**src/rtl/wb_uart_slave_if.sv**
```systemverilog
// Wishbone request/response bundle between interconnect port S1 and the UART slave.
// Signal names are seen from the slave side: *_i flows toward the slave.
interface wb_uart_slave_if;
  logic [31:0] wb_dat_i;
  logic [8:0]  wb_adr_i;
  logic [3:0]  wb_sel_i;
  logic        wb_we_i;
  logic        wb_cyc_i;
  logic        wb_stb_i;
  logic [31:0] wb_dat_o;
  logic        wb_ack_o;

  modport master (
    output wb_dat_i, wb_adr_i, wb_sel_i, wb_we_i, wb_cyc_i, wb_stb_i,
    input  wb_dat_o, wb_ack_o
  );

  modport slave (
    input  wb_dat_i, wb_adr_i, wb_sel_i, wb_we_i, wb_cyc_i, wb_stb_i,
    output wb_dat_o, wb_ack_o
  );
endinterface

```
**src/rtl/wb_uart_slave.sv**
```systemverilog
// Wishbone-mapped 8N1 UART with TX/RX FIFOs, programmable bit period and a level interrupt.
// Bus side effects happen on the edge that raises the registered acknowledge.
module wb_uart_slave #(
  parameter int unsigned FIFO_DEPTH   = 8,
  parameter logic [15:0] BAUD_DEFAULT = 16'd433
) (
  input  logic           clk_i,
  input  logic           rst_n,
  wb_uart_slave_if.slave wb,
  input  logic           uart_rx_i,
  output logic           uart_tx_o,
  output logic           irq_o
);
  localparam int unsigned PW = $clog2(FIFO_DEPTH);
  localparam int unsigned CW = PW + 1;

  localparam logic [6:0] REG_TXDATA = 7'd0;
  localparam logic [6:0] REG_RXDATA = 7'd1;
  localparam logic [6:0] REG_STATUS = 7'd2;
  localparam logic [6:0] REG_BAUD   = 7'd3;
  localparam logic [6:0] REG_CTRL   = 7'd4;

  typedef enum logic [1:0] {ST_IDLE, ST_START, ST_DATA, ST_STOP} uart_state_e;

  typedef struct packed {
    logic [3:0] rx_count;
    logic [3:0] tx_count;
    logic       tx_ovf;
    logic       frame_err;
    logic       rx_ovf;
    logic       tx_busy;
    logic       rx_empty;
    logic       rx_full;
    logic       tx_empty;
    logic       tx_full;
  } status_t;

  // Bus and register state
  logic        ack_q, ack_d;
  logic [31:0] dat_q, dat_d, rdata;
  logic        acc, wr, rd;
  logic [6:0]  reg_sel;
  logic [15:0] baud_q, baud_d, baud_merged;
  logic [3:0]  ctrl_q, ctrl_d;
  logic        tx_ovf_q, tx_ovf_d, rx_ovf_q, rx_ovf_d, ferr_q, ferr_d;
  logic        irq_q, irq_d;
  status_t     status;

  // FIFO state
  logic [7:0]    tx_mem [FIFO_DEPTH];
  logic [7:0]    rx_mem [FIFO_DEPTH];
  logic [PW-1:0] tx_wp_q, tx_rp_q, rx_wp_q, rx_rp_q;
  logic [CW-1:0] tx_cnt_q, rx_cnt_q;
  logic          tx_full, tx_empty, rx_full, rx_empty;
  logic          tx_wr_byte, tx_push, tx_pop, rx_push, rx_pop;

  // TX engine
  uart_state_e tx_state_q, tx_state_d;
  logic [15:0] tx_tmr_q, tx_tmr_d;
  logic [2:0]  tx_bit_q, tx_bit_d;
  logic [7:0]  tx_sh_q, tx_sh_d;
  logic        tx_busy;

  // RX engine
  uart_state_e rx_state_q, rx_state_d;
  logic [15:0] rx_tmr_q, rx_tmr_d, rx_half;
  logic [16:0] rx_span;
  logic [2:0]  rx_bit_q, rx_bit_d;
  logic [7:0]  rx_sh_q, rx_sh_d;
  logic        rx_s1_q, rx_s2_q, rx_prev_q;
  logic        rx_stop_sample, rx_ferr_set, rx_ovf_set;

  logic unused_bits;
  assign unused_bits = ^{wb.wb_adr_i[1:0], wb.wb_dat_i[31:16], wb.wb_sel_i[3:2]};

  assign acc     = wb.wb_cyc_i & wb.wb_stb_i & ~ack_q;
  assign wr      = acc & wb.wb_we_i;
  assign rd      = acc & ~wb.wb_we_i;
  assign reg_sel = wb.wb_adr_i[8:2];

  assign tx_full  = (tx_cnt_q == CW'(FIFO_DEPTH));
  assign tx_empty = (tx_cnt_q == '0);
  assign rx_full  = (rx_cnt_q == CW'(FIFO_DEPTH));
  assign rx_empty = (rx_cnt_q == '0);

  assign tx_wr_byte = wr & (reg_sel == REG_TXDATA) & wb.wb_sel_i[0];
  assign tx_push    = tx_wr_byte & ~tx_full;
  assign rx_pop     = rd & (reg_sel == REG_RXDATA) & ~rx_empty;

  assign wb.wb_ack_o = ack_q;
  assign wb.wb_dat_o = dat_q;
  assign irq_o       = irq_q;

  always_comb begin
    status           = '0;
    status.rx_count  = 4'(rx_cnt_q);
    status.tx_count  = 4'(tx_cnt_q);
    status.tx_ovf    = tx_ovf_q;
    status.frame_err = ferr_q;
    status.rx_ovf    = rx_ovf_q;
    status.tx_busy   = tx_busy;
    status.rx_empty  = rx_empty;
    status.rx_full   = rx_full;
    status.tx_empty  = tx_empty;
    status.tx_full   = tx_full;
  end

  always_comb begin
    baud_merged = baud_q;
    if (wb.wb_sel_i[0]) baud_merged[7:0]  = wb.wb_dat_i[7:0];
    if (wb.wb_sel_i[1]) baud_merged[15:8] = wb.wb_dat_i[15:8];
  end

  // NOTE: every output of a combinational block gets a default first, so no path leaves it unassigned and no latch is inferred.
  always_comb begin
    rdata = '0;
    case (reg_sel)
      REG_RXDATA: if (!rx_empty) rdata = {23'b0, 1'b1, rx_mem[rx_rp_q]};
      REG_STATUS: rdata = {16'b0, status};
      REG_BAUD:   rdata = {16'b0, baud_q};
      REG_CTRL:   rdata = {28'b0, ctrl_q};
      default:    rdata = '0;
    endcase
  end

  always_comb begin
    ack_d    = acc;
    dat_d    = rd ? rdata : 32'b0;
    baud_d   = baud_q;
    ctrl_d   = ctrl_q;
    tx_ovf_d = tx_ovf_q;
    rx_ovf_d = rx_ovf_q;
    ferr_d   = ferr_q;
    if (wr && reg_sel == REG_STATUS && wb.wb_sel_i[0]) begin
      if (wb.wb_dat_i[5]) rx_ovf_d = 1'b0;
      if (wb.wb_dat_i[6]) ferr_d   = 1'b0;
      if (wb.wb_dat_i[7]) tx_ovf_d = 1'b0;
    end
    if (wr && reg_sel == REG_BAUD)
      baud_d = (baud_merged < 16'd3) ? 16'd3 : baud_merged;
    if (wr && reg_sel == REG_CTRL && wb.wb_sel_i[0])
      ctrl_d = wb.wb_dat_i[3:0];
    // A new event wins over a W1C arriving on the same edge.
    if (tx_wr_byte && tx_full) tx_ovf_d = 1'b1;
    if (rx_ovf_set)            rx_ovf_d = 1'b1;
    if (rx_ferr_set)           ferr_d   = 1'b1;
    irq_d = (ctrl_q[2] & ~rx_empty) | (ctrl_q[3] & tx_empty);
  end

  // NOTE: sequential state uses non-blocking assignments so every flop samples pre-edge values.
  always_ff @(posedge clk_i or negedge rst_n) begin
    if (!rst_n) begin
      ack_q    <= 1'b0;
      dat_q    <= '0;
      baud_q   <= BAUD_DEFAULT;
      ctrl_q   <= '0;
      tx_ovf_q <= 1'b0;
      rx_ovf_q <= 1'b0;
      ferr_q   <= 1'b0;
      irq_q    <= 1'b0;
    end else begin
      ack_q    <= ack_d;
      dat_q    <= dat_d;
      baud_q   <= baud_d;
      ctrl_q   <= ctrl_d;
      tx_ovf_q <= tx_ovf_d;
      rx_ovf_q <= rx_ovf_d;
      ferr_q   <= ferr_d;
      irq_q    <= irq_d;
    end
  end

  always_ff @(posedge clk_i or negedge rst_n) begin
    if (!rst_n) begin
      tx_wp_q  <= '0;
      tx_rp_q  <= '0;
      tx_cnt_q <= '0;
      rx_wp_q  <= '0;
      rx_rp_q  <= '0;
      rx_cnt_q <= '0;
    end else begin
      if (tx_push) tx_wp_q <= tx_wp_q + PW'(1);
      if (tx_pop)  tx_rp_q <= tx_rp_q + PW'(1);
      if (rx_push) rx_wp_q <= rx_wp_q + PW'(1);
      if (rx_pop)  rx_rp_q <= rx_rp_q + PW'(1);
      case ({tx_push, tx_pop})
        2'b10:   tx_cnt_q <= tx_cnt_q + CW'(1);
        2'b01:   tx_cnt_q <= tx_cnt_q - CW'(1);
        default: tx_cnt_q <= tx_cnt_q;
      endcase
      case ({rx_push, rx_pop})
        2'b10:   rx_cnt_q <= rx_cnt_q + CW'(1);
        2'b01:   rx_cnt_q <= rx_cnt_q - CW'(1);
        default: rx_cnt_q <= rx_cnt_q;
      endcase
    end
  end

  // NOTE: FIFO storage is left unreset; the counts guard every read, so stale entries are never observed.
  always_ff @(posedge clk_i) begin
    if (tx_push) tx_mem[tx_wp_q] <= wb.wb_dat_i[7:0];
    if (rx_push) rx_mem[rx_wp_q] <= rx_sh_q;
  end

  // ---------------- TX engine ----------------
  always_ff @(posedge clk_i or negedge rst_n) begin
    if (!rst_n) begin
      tx_state_q <= ST_IDLE;
      tx_tmr_q   <= '0;
      tx_bit_q   <= '0;
      tx_sh_q    <= '0;
    end else begin
      tx_state_q <= tx_state_d;
      tx_tmr_q   <= tx_tmr_d;
      tx_bit_q   <= tx_bit_d;
      tx_sh_q    <= tx_sh_d;
    end
  end

  // The bit timer reloads from BAUD at each boundary, so a BAUD write applies from the next bit.
  always_comb begin
    tx_state_d = tx_state_q;
    tx_tmr_d   = tx_tmr_q;
    tx_bit_d   = tx_bit_q;
    tx_sh_d    = tx_sh_q;
    case (tx_state_q)
      ST_IDLE: if (tx_pop) begin
        tx_state_d = ST_START;
        tx_tmr_d   = baud_q;
        tx_sh_d    = tx_mem[tx_rp_q];
      end
      ST_START: if (tx_tmr_q == '0) begin
        tx_state_d = ST_DATA;
        tx_tmr_d   = baud_q;
        tx_bit_d   = '0;
      end else tx_tmr_d = tx_tmr_q - 16'd1;
      ST_DATA: if (tx_tmr_q == '0) begin
        tx_tmr_d = baud_q;
        tx_sh_d  = {1'b0, tx_sh_q[7:1]};
        if (tx_bit_q == 3'd7) tx_state_d = ST_STOP;
        else                  tx_bit_d   = tx_bit_q + 3'd1;
      end else tx_tmr_d = tx_tmr_q - 16'd1;
      ST_STOP: if (tx_tmr_q == '0) tx_state_d = ST_IDLE;
               else                tx_tmr_d   = tx_tmr_q - 16'd1;
      default: tx_state_d = ST_IDLE;
    endcase
  end

  always_comb begin
    uart_tx_o = 1'b1;
    tx_pop    = 1'b0;
    tx_busy   = (tx_state_q != ST_IDLE);
    case (tx_state_q)
      ST_IDLE:  tx_pop    = ctrl_q[0] & ~tx_empty;
      ST_START: uart_tx_o = 1'b0;
      ST_DATA:  uart_tx_o = tx_sh_q[0];
      default:  uart_tx_o = 1'b1;
    endcase
  end

  // ---------------- RX engine ----------------
  always_ff @(posedge clk_i or negedge rst_n) begin
    if (!rst_n) begin
      rx_s1_q   <= 1'b1;
      rx_s2_q   <= 1'b1;
      rx_prev_q <= 1'b1;
    end else begin
      rx_s1_q   <= uart_rx_i;
      rx_s2_q   <= rx_s1_q;
      rx_prev_q <= rx_s2_q;
    end
  end

  always_ff @(posedge clk_i or negedge rst_n) begin
    if (!rst_n) begin
      rx_state_q <= ST_IDLE;
      rx_tmr_q   <= '0;
      rx_bit_q   <= '0;
      rx_sh_q    <= '0;
    end else begin
      rx_state_q <= rx_state_d;
      rx_tmr_q   <= rx_tmr_d;
      rx_bit_q   <= rx_bit_d;
      rx_sh_q    <= rx_sh_d;
    end
  end

  // Start bit is rechecked (BAUD+1)/2 cycles after the falling edge, i.e. mid-bit.
  assign rx_span = {1'b0, baud_q} + 17'd1;
  assign rx_half = rx_span[16:1] - 16'd1;

  always_comb begin
    rx_state_d = rx_state_q;
    rx_tmr_d   = rx_tmr_q;
    rx_bit_d   = rx_bit_q;
    rx_sh_d    = rx_sh_q;
    case (rx_state_q)
      ST_IDLE: if (ctrl_q[1] && rx_prev_q && !rx_s2_q) begin
        rx_state_d = ST_START;
        rx_tmr_d   = rx_half;
      end
      ST_START: if (rx_tmr_q == '0) begin
        rx_state_d = rx_s2_q ? ST_IDLE : ST_DATA;
        rx_tmr_d   = baud_q;
        rx_bit_d   = '0;
      end else rx_tmr_d = rx_tmr_q - 16'd1;
      ST_DATA: if (rx_tmr_q == '0) begin
        rx_tmr_d = baud_q;
        rx_sh_d  = {rx_s2_q, rx_sh_q[7:1]};
        if (rx_bit_q == 3'd7) rx_state_d = ST_STOP;
        else                  rx_bit_d   = rx_bit_q + 3'd1;
      end else rx_tmr_d = rx_tmr_q - 16'd1;
      ST_STOP: if (rx_tmr_q == '0) rx_state_d = ST_IDLE;
               else                rx_tmr_d   = rx_tmr_q - 16'd1;
      default: rx_state_d = ST_IDLE;
    endcase
  end

  always_comb begin
    rx_stop_sample = (rx_state_q == ST_STOP) && (rx_tmr_q == '0);
    rx_ferr_set    = rx_stop_sample & ~rx_s2_q;
    rx_ovf_set     = rx_stop_sample & rx_s2_q & rx_full;
    rx_push        = rx_stop_sample & rx_s2_q & ~rx_full;
  end

endmodule

```
**src/flat_wrapper.sv**
```systemverilog
// flat-port wrapper written by rule: the top's interface ports become plain ports
module wb_uart_slave_flat 
#(
  parameter int unsigned FIFO_DEPTH   = 8,
  parameter logic [15:0] BAUD_DEFAULT = 16'd433
)
  (clk_i, rst_n, uart_rx_i, uart_tx_o, irq_o, wb_wb_dat_i, wb_wb_adr_i, wb_wb_sel_i, wb_wb_we_i, wb_wb_cyc_i, wb_wb_stb_i, wb_wb_dat_o, wb_wb_ack_o);
  wb_uart_slave_if wb_i ();
  input  logic clk_i;
  input  logic rst_n;
  input  logic uart_rx_i;
  output logic uart_tx_o;
  output logic irq_o;
  input wire logic [$bits(wb_i.wb_dat_i)-1:0] wb_wb_dat_i;
  input wire logic [$bits(wb_i.wb_adr_i)-1:0] wb_wb_adr_i;
  input wire logic [$bits(wb_i.wb_sel_i)-1:0] wb_wb_sel_i;
  input wire logic [$bits(wb_i.wb_we_i)-1:0] wb_wb_we_i;
  input wire logic [$bits(wb_i.wb_cyc_i)-1:0] wb_wb_cyc_i;
  input wire logic [$bits(wb_i.wb_stb_i)-1:0] wb_wb_stb_i;
  output wire logic [$bits(wb_i.wb_dat_o)-1:0] wb_wb_dat_o;
  output wire logic [$bits(wb_i.wb_ack_o)-1:0] wb_wb_ack_o;
  assign wb_i.wb_dat_i = wb_wb_dat_i;
  assign wb_i.wb_adr_i = wb_wb_adr_i;
  assign wb_i.wb_sel_i = wb_wb_sel_i;
  assign wb_i.wb_we_i = wb_wb_we_i;
  assign wb_i.wb_cyc_i = wb_wb_cyc_i;
  assign wb_i.wb_stb_i = wb_wb_stb_i;
  assign wb_wb_dat_o = wb_i.wb_dat_o;
  assign wb_wb_ack_o = wb_i.wb_ack_o;
  wb_uart_slave #(.FIFO_DEPTH(FIFO_DEPTH), .BAUD_DEFAULT(BAUD_DEFAULT)) u_core (.clk_i(clk_i), .rst_n(rst_n), .wb(wb_i), .uart_rx_i(uart_rx_i), .uart_tx_o(uart_tx_o), .irq_o(irq_o));
endmodule
```
**config.mk**
```make
export PLATFORM = sky130hd
export DESIGN_NAME = wb_uart_slave_flat
export DESIGN_NICKNAME = d
export VERILOG_FILES = /design/src/rtl/wb_uart_slave_if.sv /design/src/rtl/wb_uart_slave.sv /design/src/flat_wrapper.sv
export SDC_FILE = /design/constraint.sdc
export NUM_CORES = 1
export LEC_CHECK = 0
export CORE_MARGIN = 2
export CORE_UTILIZATION = 35
export CTS_BUF_LIST = sky130_fd_sc_hd__clkbuf_8 sky130_fd_sc_hd__clkbuf_16
export CTS_CLUSTER_SIZE = 20
export DETAILED_ROUTE_END_ITERATION = 12
export HOLD_SLACK_MARGIN = 0.06
export PLACE_DENSITY_LB_ADDON = 0.25
export SLEW_MARGIN = 10
export SYNTH_ARGS = -nofsm -noshare
export SYNTH_HDL_FRONTEND = slang
export SYNTH_SLANG_ARGS = --single-unit
```
**constraint.sdc**
```tcl
create_clock -name clk_i -period 3.85 [get_ports clk_i]
set_input_delay 0.385 -clock clk_i [delete_from_list [all_inputs] [get_ports clk_i]]
set_output_delay 0.385 -clock clk_i [all_outputs]
set_load 0.02 [all_outputs]
```
* After elaboration in Yosys (flattened, before gate mapping)
Memories as Yosys holds them, arrays and structs flattened.
Cells that the tools add are included.
** Operators by class
- Add/sub/neg operators :: 14
- Multipliers :: 0
- Divide/modulo/power cells :: 0
- Order comparisons :: 1
- Equal/unequal tests :: 32
- Shift-type cells :: 0
- Muxes and demuxes :: 55
- Bitwise gates (word level) :: 24
- Reduce and logical (&&, ||, !) cells :: 42
** Operators by type and width (count)
- 2-to-1 mux 16 bit :: 8
- case mux 16 bit (3 select lines) :: 2
- case mux 16 bit (4 select lines) :: 1
- subtractor 16 x 1 -> 16 bit (second input constant) :: 3
- logical NOT 16 bit :: 2
- 2-to-1 mux 8 bit :: 4
- nonzero test 2 bit :: 12
- 2-to-1 mux 2 bit :: 11
- != test 2 x 1 -> 1 bit (second input constant) :: 10
- adder 3 x 1 -> 3 bit (second input constant) :: 6
- 2-to-1 mux 3 bit :: 6
- adder 16 x 1 -> 17 bit (second input constant) :: 1
- AND 1 bit :: 16
- less-than comparator 16 x 2 -> 1 bit (second input constant) :: 1
- case mux 2 bit (4 select lines) :: 2
- case mux 4 bit (2 select lines) :: 2
- case mux 8 bit (2 select lines) :: 1
- == test 7 x 2 -> 1 bit (second input constant) :: 2
- 2-to-1 mux 1 bit :: 14
- == test 2 bit (second input constant) :: 6
- case mux 3 bit (2 select lines) :: 2
- AND reduction 2 bit :: 6
- AND reduction 5 bit :: 2
- logical AND 1 bit :: 9
- other kinds (19) :: 39
** Storage, ports and cells
- Register bits after elaboration :: 138
- Bits in latches :: 0
- Memory bits (writable) :: 128
- ROM bits :: 0
- Input bits :: 51
- Output and inout bits :: 35
- Logic and storage cells :: 195
- Memories :: 2
** Memory list
- u_core.rx_mem :: words 8, width 8, read ports 1, clocked after Yosys merged registers in 0, wr ports 1, RTL line wb_uart_slave.sv:51 : logic [7:0] rx_mem [FIFO_DEPTH];
- u_core.tx_mem :: words 8, width 8, read ports 1, clocked after Yosys merged registers in 0, wr ports 1, RTL line wb_uart_slave.sv:50 : logic [7:0] tx_mem [FIFO_DEPTH];

* Logic depth before layout (Yosys ltp)
Gate-level depths: netlist (run 1).
- Depth in word-level cells :: 8
- Depth in mapped cells :: 15
- Depth with buffers taken out :: 14

* Worst setup path after synthesis (run 1)
No wires, ideal clock.
- Path kind :: register to register
- Start :: register u_core.rx_tmr_q[0]
- End :: memory u_core.rx_mem[0][0] (enable)
- Library setup time :: 0.383 ns
- Data arrival time :: 2.532 ns
- Required time :: 3.467 ns
- Setup slack :: 0.935 ns
- Cell stages (with the launch flop) :: 11
- Buffers on the path :: 1
- Clock period less this slack :: 2.915 ns
- Cells stage by stage :: dfrtp_1 > inv_1 > ha_1 > nor4b_1 > and4_1 > buf_4 > nand2_1 > nor2_2 > inv_1 > or2_1 > nor3_1
** On the way
- Longest elaborated chain between the ends :: 6
** Ends and longest elaborated chain
- start, declared :: RTL line wb_uart_slave.sv:66 : logic [15:0] rx_tmr_q, rx_tmr_d, rx_half;
- start signal, assigned :: RTL line wb_uart_slave.sv:282 : rx_tmr_q <= rx_tmr_d;
- logical NOT 16 bit :: RTL line wb_uart_slave.sv:320 : rx_stop_sample = (rx_state_q == ST_STOP) && (rx_tmr_q == '0);
- logical AND 1 bit :: RTL line wb_uart_slave.sv:320
- AND 1 bit (2 in a row) :: RTL line wb_uart_slave.sv:323 : rx_push = rx_stop_sample & rx_s2_q & ~rx_full;
- 2-to-1 mux 1 bit :: RTL line wb_uart_slave.sv:202 : if (rx_push) rx_mem[rx_wp_q] <= rx_sh_q;
- 2-to-1 mux 1 bit (not written as such) :: RTL line wb_uart_slave.sv:202
- end, declared :: RTL line wb_uart_slave.sv:51
Every way passes these cells.

* Worst setup path after layout (run 1)
- Start :: register u_core.rx_tmr_q[0]
- End :: register u_core.rx_cnt_q[2]
** On the way
- Longest elaborated chain between the ends :: 6
- Elaborated cells between the ends (all ways) :: 8
- Those cells by class :: 2 x eq/ne; 1 x mux; 2 x bitwise; 3 x reduce/logical
** Ends and longest elaborated chain
- logical NOT 16 bit * :: RTL line wb_uart_slave.sv:320
- logical AND 1 bit * :: RTL line wb_uart_slave.sv:320
- AND 1 bit * (2 in a row) :: RTL line wb_uart_slave.sv:323
- == test 2 x 1 -> 1 bit / == test 2 bit (equally long branches) :: RTL line wb_uart_slave.sv:191 : case ({rx_push, rx_pop})
- case mux 4 bit (2 select lines) / nonzero test 2 bit (equally long branches)
- end signal, assigned :: RTL line wb_uart_slave.sv:192 : 2'b10: rx_cnt_q <= rx_cnt_q + CW'(1);
- end signal, assigned :: RTL line wb_uart_slave.sv:193 : 2'b01: rx_cnt_q <= rx_cnt_q - CW'(1);
- end signal, assigned :: RTL line wb_uart_slave.sv:194 : default: rx_cnt_q <= rx_cnt_q;
- end, declared :: RTL line wb_uart_slave.sv:53 : logic [CW-1:0] tx_cnt_q, rx_cnt_q;
Mark *: on every way between the ends. The rest lies on a longest branch, timed or not.
A chain may end at the register's enable or synchronous reset.

==> impl_results.md, run 1 <==
* Worst Max-Slew Pin Slew at 0.977 ns
* Critical Path End Type: flip-flop
* Commonest non-fill, non-tap cells in the layout: edfxtp_1, dfrtp_1, nand2_1
* CTS tree: done
* Clock tree buffer depth at 3
* Core box area at 34,700 sq um
* Synth warnings at 0
* GRT Total Usage at 16.3%
* Register area share after synthesis at 55.7%
* Synthesized area per cell at 12.1 sq um
* Setup_tns at 0 ns
* Worst-path cell chain: inv_1, ha_1, nor4b_1, and4_1, nand2_1, nor2_2, inv_1, ha_1, xor2_1, ha_1, a21oi_1, xor2_1, nor2_1, xor2_1
* Nets at 1,160
* Status: complete, no violations
* CTS buffer count at 26
* Final slew viol count at 0
* Worst EP arrival at 3.72 ns
* Post-CTS Setup Inserts at 0
* First-pass DRT Iterations at 5
* Netlist cell types at 72
* Hpwl dp at 20.2 mm
* CP top delay family: simple AND/OR/NAND/NOR gates
* Crit start category: flip-flop
* RR Endpoint: u_core.rx_cnt_q[2]
* Crit Path Class: reg -> reg
* Total of max-cap violations at 0
* Hold Crit Class: in -> reg
* DRT Wirelength at 29.5 mm
* Min Tclk post-route at 3.31 ns
* CTS sink count at 250
* Final core occ at 41.4%
* Worst R2R Start: u_core.rx_tmr_q[0]
* Relative slew slack at 34.3%
* Peak VDD IR at 0.351 mV
* Setup violations, final at 0
* Synth Register Bits at 250
* Vias in the first global route at 8,213
* Routed len/inst at 19.0 microns
* R2r setup slk at 0.54 ns
* Rows at 68
* I/O Buffers at 49
* Critical Path Slowest Stage Cell: and4_1
* Top FF cell, synth: edfxtp_1
* Post-synth EDFFs at 128
* Fmax at 0.302 GHz
* Clk_skew at 0.00726 ns
* First-pass GRT wire length at 46.9 mm
* Req. time, crit path at 4.26 ns
* Power Dens Cells at 548 nW/um^2
* Unrepaired setup endpoints after global routing: false
* Post-synthesis cell count at 1,020
* Diode count at 0
* Avg Vias per Cell at 5.30
* Ys async rst share at 48.8%
* Most common cell after layout, fill and taps aside: edfxtp_1
* Gpl congestion at 0.803
* Number of cells on the worst reg-to-reg path at 14
* Num ports at 86
* Clk Latency, worst-skew pair at 0.53 ns
* Starting density of the core at 35.7%
* Die area at 36,900 sq um
* Largest net degree at the start of global routing at 95
* Leak pwr at 5.50 nW
* Crit-path max cell delay at 0.41 ns
* CP max FO at 7
* Clock Tree Root: clkbuf_16
* Height of the die at 192 microns
* Pwr Total at 7.87 mW
* DR DRC count at 0
* Fin crit share at 86.1%
* CP Depth at 14
* Initial antenna violation count at 0
* Initial DRC count at 568
* Layout cell share with drive strength beyond 1 at 16.7%
* Mapped Area at 12,400 sq um
* Clock slew at reported path FFs at 0.06 ns
* Hold Fails Final Rpt at 0
* Antenna Nets Post-Route at 0
* Die W at 192 microns
* Total gr overflow at 0
* Buf+Inv Stages, Crit Path at 2
* Htree depth at 1
* Worst setup path end: u_core.rx_cnt_q[2]
* Area Overhead vs Synth at 15.9%
* Setup crit start: u_core.rx_tmr_q[0]
* Post-CTS Resized at 0
* Via count at 8,239
worst min path at each step:
stage / cells past startpoint / startpoint / slack, ns / to
after floorplan: 0 / rst_n / 0.09 / async pin
after global placement: 0 / u_core.rx_s1_q / 0.35 / u_core.rx_s2_q
after detailed placement: 0 / u_core.rx_s1_q / 0.35 / u_core.rx_s2_q
after CTS: 1 / uart_rx_i / 0.25 / u_core.rx_s1_q
after global routing: 1 / uart_rx_i / 0.25 / u_core.rx_s1_q
final: 1 / uart_rx_i / 0.26 / u_core.rx_s1_q
stage by stage:
step                instances  hold slack (ns)  setup slack (ns)  cell area [sq um]
global placement         1505            0.347             0.473              13400
finish                   1554            0.263             0.536              14400
CTS                      1554            0.246             0.528              14400
floorplan                1035           0.0894             0.935              12400
global route             1554            0.249             0.277              14400
detailed placement       1505            0.349             0.466              13400
area by class of cell:
cell class	count	area (sq um)
Timing Repair Buffer	85	764
Multi-Input combinational cell	688	5080
Inverter	28	105
Sequential cell	250	6910
Tap cell	455	569
Clock buffer	27	676
Fill cell	3313	20400
Clock inverter	21	255
flip-flops by register name (all words and copies together), names as in the netlist, 4 cells and up, named ones only:
| register | count |
|---|---|
| u_core.tx_mem | 64 |
| u_core.tx_cnt_q | 4 |
| u_core.rx_mem | 64 |
| u_core.rx_cnt_q | 4 |
| u_core.tx_sh_q | 8 |
| u_core.tx_tmr_q | 16 |
| u_core.wb.wb_dat_o | 16 |
| u_core.ctrl_q | 4 |
| u_core.rx_sh_q | 8 |
| u_core.baud_q | 16 |
| u_core.rx_tmr_q | 16 |
report_power, final:
| group | switching [mW] | total [mW] | internal [mW] |
|---|---|---|---|
| combinational | 1.18 | 1.94 | 0.760 |
| sequential | 0.200 | 3.22 | 3.02 |
| clock | 1.04 | 2.72 | 1.67 |
kinds of logic after synthesis:
family          after synthesis  share of synthesized area (%)
xor+xnor                     52                           3.68
mux                          90                           11.0
flops                       250                           55.7
buf+inv                      97                           3.70
simple gates                299                           12.4
fa+ha+maj                    30                           3.03
compound gates              201                           10.5
other cells                   1                         0.0303
per-layer routing:
layer | GRT usage, % | vias to the layer above | part of all wire, %
li1 | - | 3893 | -
met5 | 0 | - | 0
met2 | 26.7 | 169 | 47
met3 | 2.50 | 47 | 4.2
met1 | 22.6 | 4130 | 46
met4 | 4.61 | 0 | 2.6
repair_timing:
| action | CTS | global route |
|---|---|---|
| hold buffers | 1 | 0 |
| hold endpoints to repair | 84 | 0 |
| setup endpoints to repair | 0 | 0 |
synthesized netlist by cell type, drive strengths merged (4+ instances only):
master | n | area share [%]
nand2b | 7 | 0.35
a221oi | 7 | 0.49
or3 | 4 | 0.20
o22ai | 4 | 0.20
xnor2 | 33 | 2.3
dfstp | 8 | 1.7
nor2b | 6 | 0.30
nand3 | 14 | 0.61
and2 | 8 | 0.40
nand4 | 14 | 0.93
nor3b | 5 | 0.34
ha | 30 | 3.0
a31oi | 9 | 0.45
a22oi | 21 | 1.3
clkbuf | 35 | 1.1
a32oi | 6 | 0.42
mux4 | 32 | 5.8
or2 | 5 | 0.25
nor3 | 29 | 1.3
nor2 | 61 | 1.9
a211oi | 8 | 0.48
nand2 | 99 | 3.0
o21ai | 66 | 2.7
nand3b | 9 | 0.55
inv | 28 | 0.85
mux2 | 46 | 4.2
a21o | 9 | 0.55
dfrtp | 114 | 23
a21oi | 38 | 1.6
nor4 | 16 | 0.91
mux2i | 12 | 0.97
xor2 | 19 | 1.3
a222oi | 7 | 0.57
a22o | 6 | 0.42
and3 | 13 | 0.66
edfxtp | 128 | 31
buf | 34 | 1.8
worst register-to-register path: cells and delay by family (launching register included):
family / cells / cell delay, ns
compound gates: 1 / 0.14
xor+xnor: 3 / 0.46
fa+ha+maj: 3 / 0.66
buf+inv: 2 / 0.24
flops: 1 / 0.39
simple gates: 5 / 1.30
(Power assumes the default switching activity.)
==> inputs of run 2 (changes only) <==
Settings changed: SETUP_SLACK_MARGIN set to 0.05, TNS_END_PERCENT set to 1.
==> results of run 2 <==
Same layout as run 1: the final DEF is identical, and so are final timing and power.
==> inputs of run 3 (changes only) <==
Settings changed: PLACE_DENSITY set to 0.53, PLACE_DENSITY_LB_ADDON 0.25 to not set, SETUP_SLACK_MARGIN 0.05 to 0.02.
==> impl_results.md, run 3 (same netlist as run 1, synthesis figures left out) <==
* Worst Max-Slew Pin Slew at 0.976 ns
* Power Dens Cells at 543 nW/um^2
* Initial DRC count at 695
* Area Overhead vs Synth at 15.8%
* Status: complete, no violations
* Switching part of the total at 31.7%
* Die area at 36,900 sq um
* Relative slew slack at 34.9%
* Total gr overflow at 0
* Hold Crit Class: in -> reg
* Leak pwr at 5.49 nW
* Fmax at 0.302 GHz
* Worst EP arrival at 3.75 ns
* Routed len/inst at 19.2 microns
* Hpwl dp at 20.2 mm
* Avg Vias per Cell at 5.24
* DRT Wirelength at 29.9 mm
* Hold Crit Start: uart_rx_i
* CP max FO at 7
* Fill cells at 3,317
* Peak VDD IR at 0.382 mV
* CTS sink count at 250
* R2r setup slk at 0.54 ns
* Rows at 68
* Via count at 8,170
* Starting density of the core at 35.7%
* Crit Path Class: reg -> reg
* Initial antenna violation count at 0
* Layout cell share with drive strength beyond 1 at 17.0%
* Top Registers: u_core.rx_mem x64, u_core.tx_mem x64
* Nets at 1,163
* Worst R2R Start: u_core.rx_tmr_q[0]
* P_sw at 2.47 mW
* CTS buffer count at 28
* Final slew viol count at 0
* Diode count at 0
* Core box area at 34,700 sq um
* Clock Tree Root: clkbuf_16
* Total of max-cap violations at 0
* Post-CTS Resized at 0
* Commonest non-fill, non-tap cells in the layout: edfxtp_1, dfrtp_1, nand2_1
* I/O Buffers at 49
* First-pass GRT wire length at 47.7 mm
* Power share of the clock group at 33.6%
* Min Tclk post-route at 3.31 ns
* Clock slew at reported path FFs at 0.06 ns
* Pwr Total at 7.79 mW
* Hold endpoint: u_core.rx_s1_q
* Seq pwr share at 41.3%
* Hold Fails Final Rpt at 0
* Clk_skew at 0.0280 ns
* CTS tree: done
* Num ports at 86
* Largest net degree at the start of global routing at 96
* RR Endpoint: u_core.rx_cnt_q[2]
* Critical Path End Type: flip-flop
* Die W at 192 microns
* DR DRC count at 0
* Internal power at 5.32 mW
* Most common cell after layout, fill and taps aside: edfxtp_1
* Fin crit share at 86.0%
* Number of cells on the worst reg-to-reg path at 14
* Crit start category: flip-flop
* Setup crit start: u_core.rx_tmr_q[0]
* Clock tree buffer depth at 3
* Htree depth at 1
* Clk Latency, worst-skew pair at 0.56 ns
* Gpl congestion at 0.788
* GRT Total Usage at 16.6%
* Height of the die at 192 microns
* First-pass DRT Iterations at 5
* Req. time, crit path at 4.29 ns
* Antenna Nets Post-Route at 0
* Setup_tns at 0 ns
* Hold Path Cell Cnt at 1
* Combinational share of power at 25.1%
* Vias in the first global route at 8,335
* Setup violations, final at 0
* Unrepaired setup endpoints after global routing: false
[run 3: cell count changes in the layout (fill, tap and decap cells not counted), sizes merged]
| cell | delta |
|---|---|
| inv | -1 |
| buf | +1 |
| clkinv | +3 |
| clkinvlp | +2 |
| clkbuf | +4 |
| bufinv | -4 |
[run 3: through the flow]
| stage | utilization, % | hold WS, ns | area [sq um] | setup WS, ns | cells |
|---|---|---|---|---|---|
| after floorplan | - | 0.0894 | 12400 | 0.935 | 1035 |
| after global placement | 38.7 | 0.346 | 13400 | 0.539 | 1506 |
| after detailed placement | 38.7 | 0.348 | 13400 | 0.560 | 1506 |
| after CTS | 41.3 | 0.209 | 14300 | 0.518 | 1559 |
| after global routing | 41.3 | 0.231 | 14300 | 0.151 | 1559 |
| final | 41.3 | 0.235 | 14300 | 0.537 | 1559 |
[run 3: how the worst max path moves through the flow]
stage               slack [ns]                   to
floorplan                 0.93  u_core.rx_mem[0][0]
global placement          0.54   u_core.rx_cnt_q[2]
detailed placement        0.56   u_core.rx_cnt_q[2]
CTS                       0.52   u_core.rx_cnt_q[2]
global route              0.15   u_core.rx_cnt_q[2]
finish                    0.54   u_core.rx_cnt_q[2]
[run 3: cell type report]
class,count,area (sq um),area share [%]
Clock inverter,21,156,1.09
Timing Repair Buffer,86,772,5.38
Tap cell,455,569,3.97
Inverter,28,105,0.733
Multi-Input combinational cell,688,5080,35.4
Sequential cell,250,6910,48.2
Clock buffer,31,753,5.25
[run 3: what timing repair did]
item,4_1_cts,5_1_grt
endpoints found under the hold margin,87,0
hold buffers,1,0
setup buffers,0,0
[run 3: metal layers]
layer	global-route usage [%]	wire length, microns	part of all wire [%]	up-vias
li1	-	-	-	3913
met1	23.3	14100	47	4081
met2	27.1	14100	47	132
met3	2.56	1150	3.8	44
met4	3.99	576	1.9	0
met5	0	0	0	-
[run 3: power by group through the flow]
stage                     sequential [mW]  combinational [mW]  clock (mW)
after floorplan                      3.21                1.50           0
after global placement               3.26                1.94           0
after detailed placement             3.26                1.96           0
after CTS                            3.21                1.96        2.68
after global routing                 3.25                2.22        2.79
final                                3.22                1.96        2.62
[run 3: worst max-delay path: stages, from the launching register on]
cell and delay (ns):
dfrtp_1 0.40, inv_1 0.13, ha_1 0.18, nor4b_1 0.41, and4_1 0.41, nand2_1 0.23
nor2_2 0.22, inv_1 0.12, ha_1 0.26, xor2_1 0.16, ha_1 0.18, a21oi_1 0.14
xor2_1 0.16, nor2_1 0.06, xor2_1 0.14
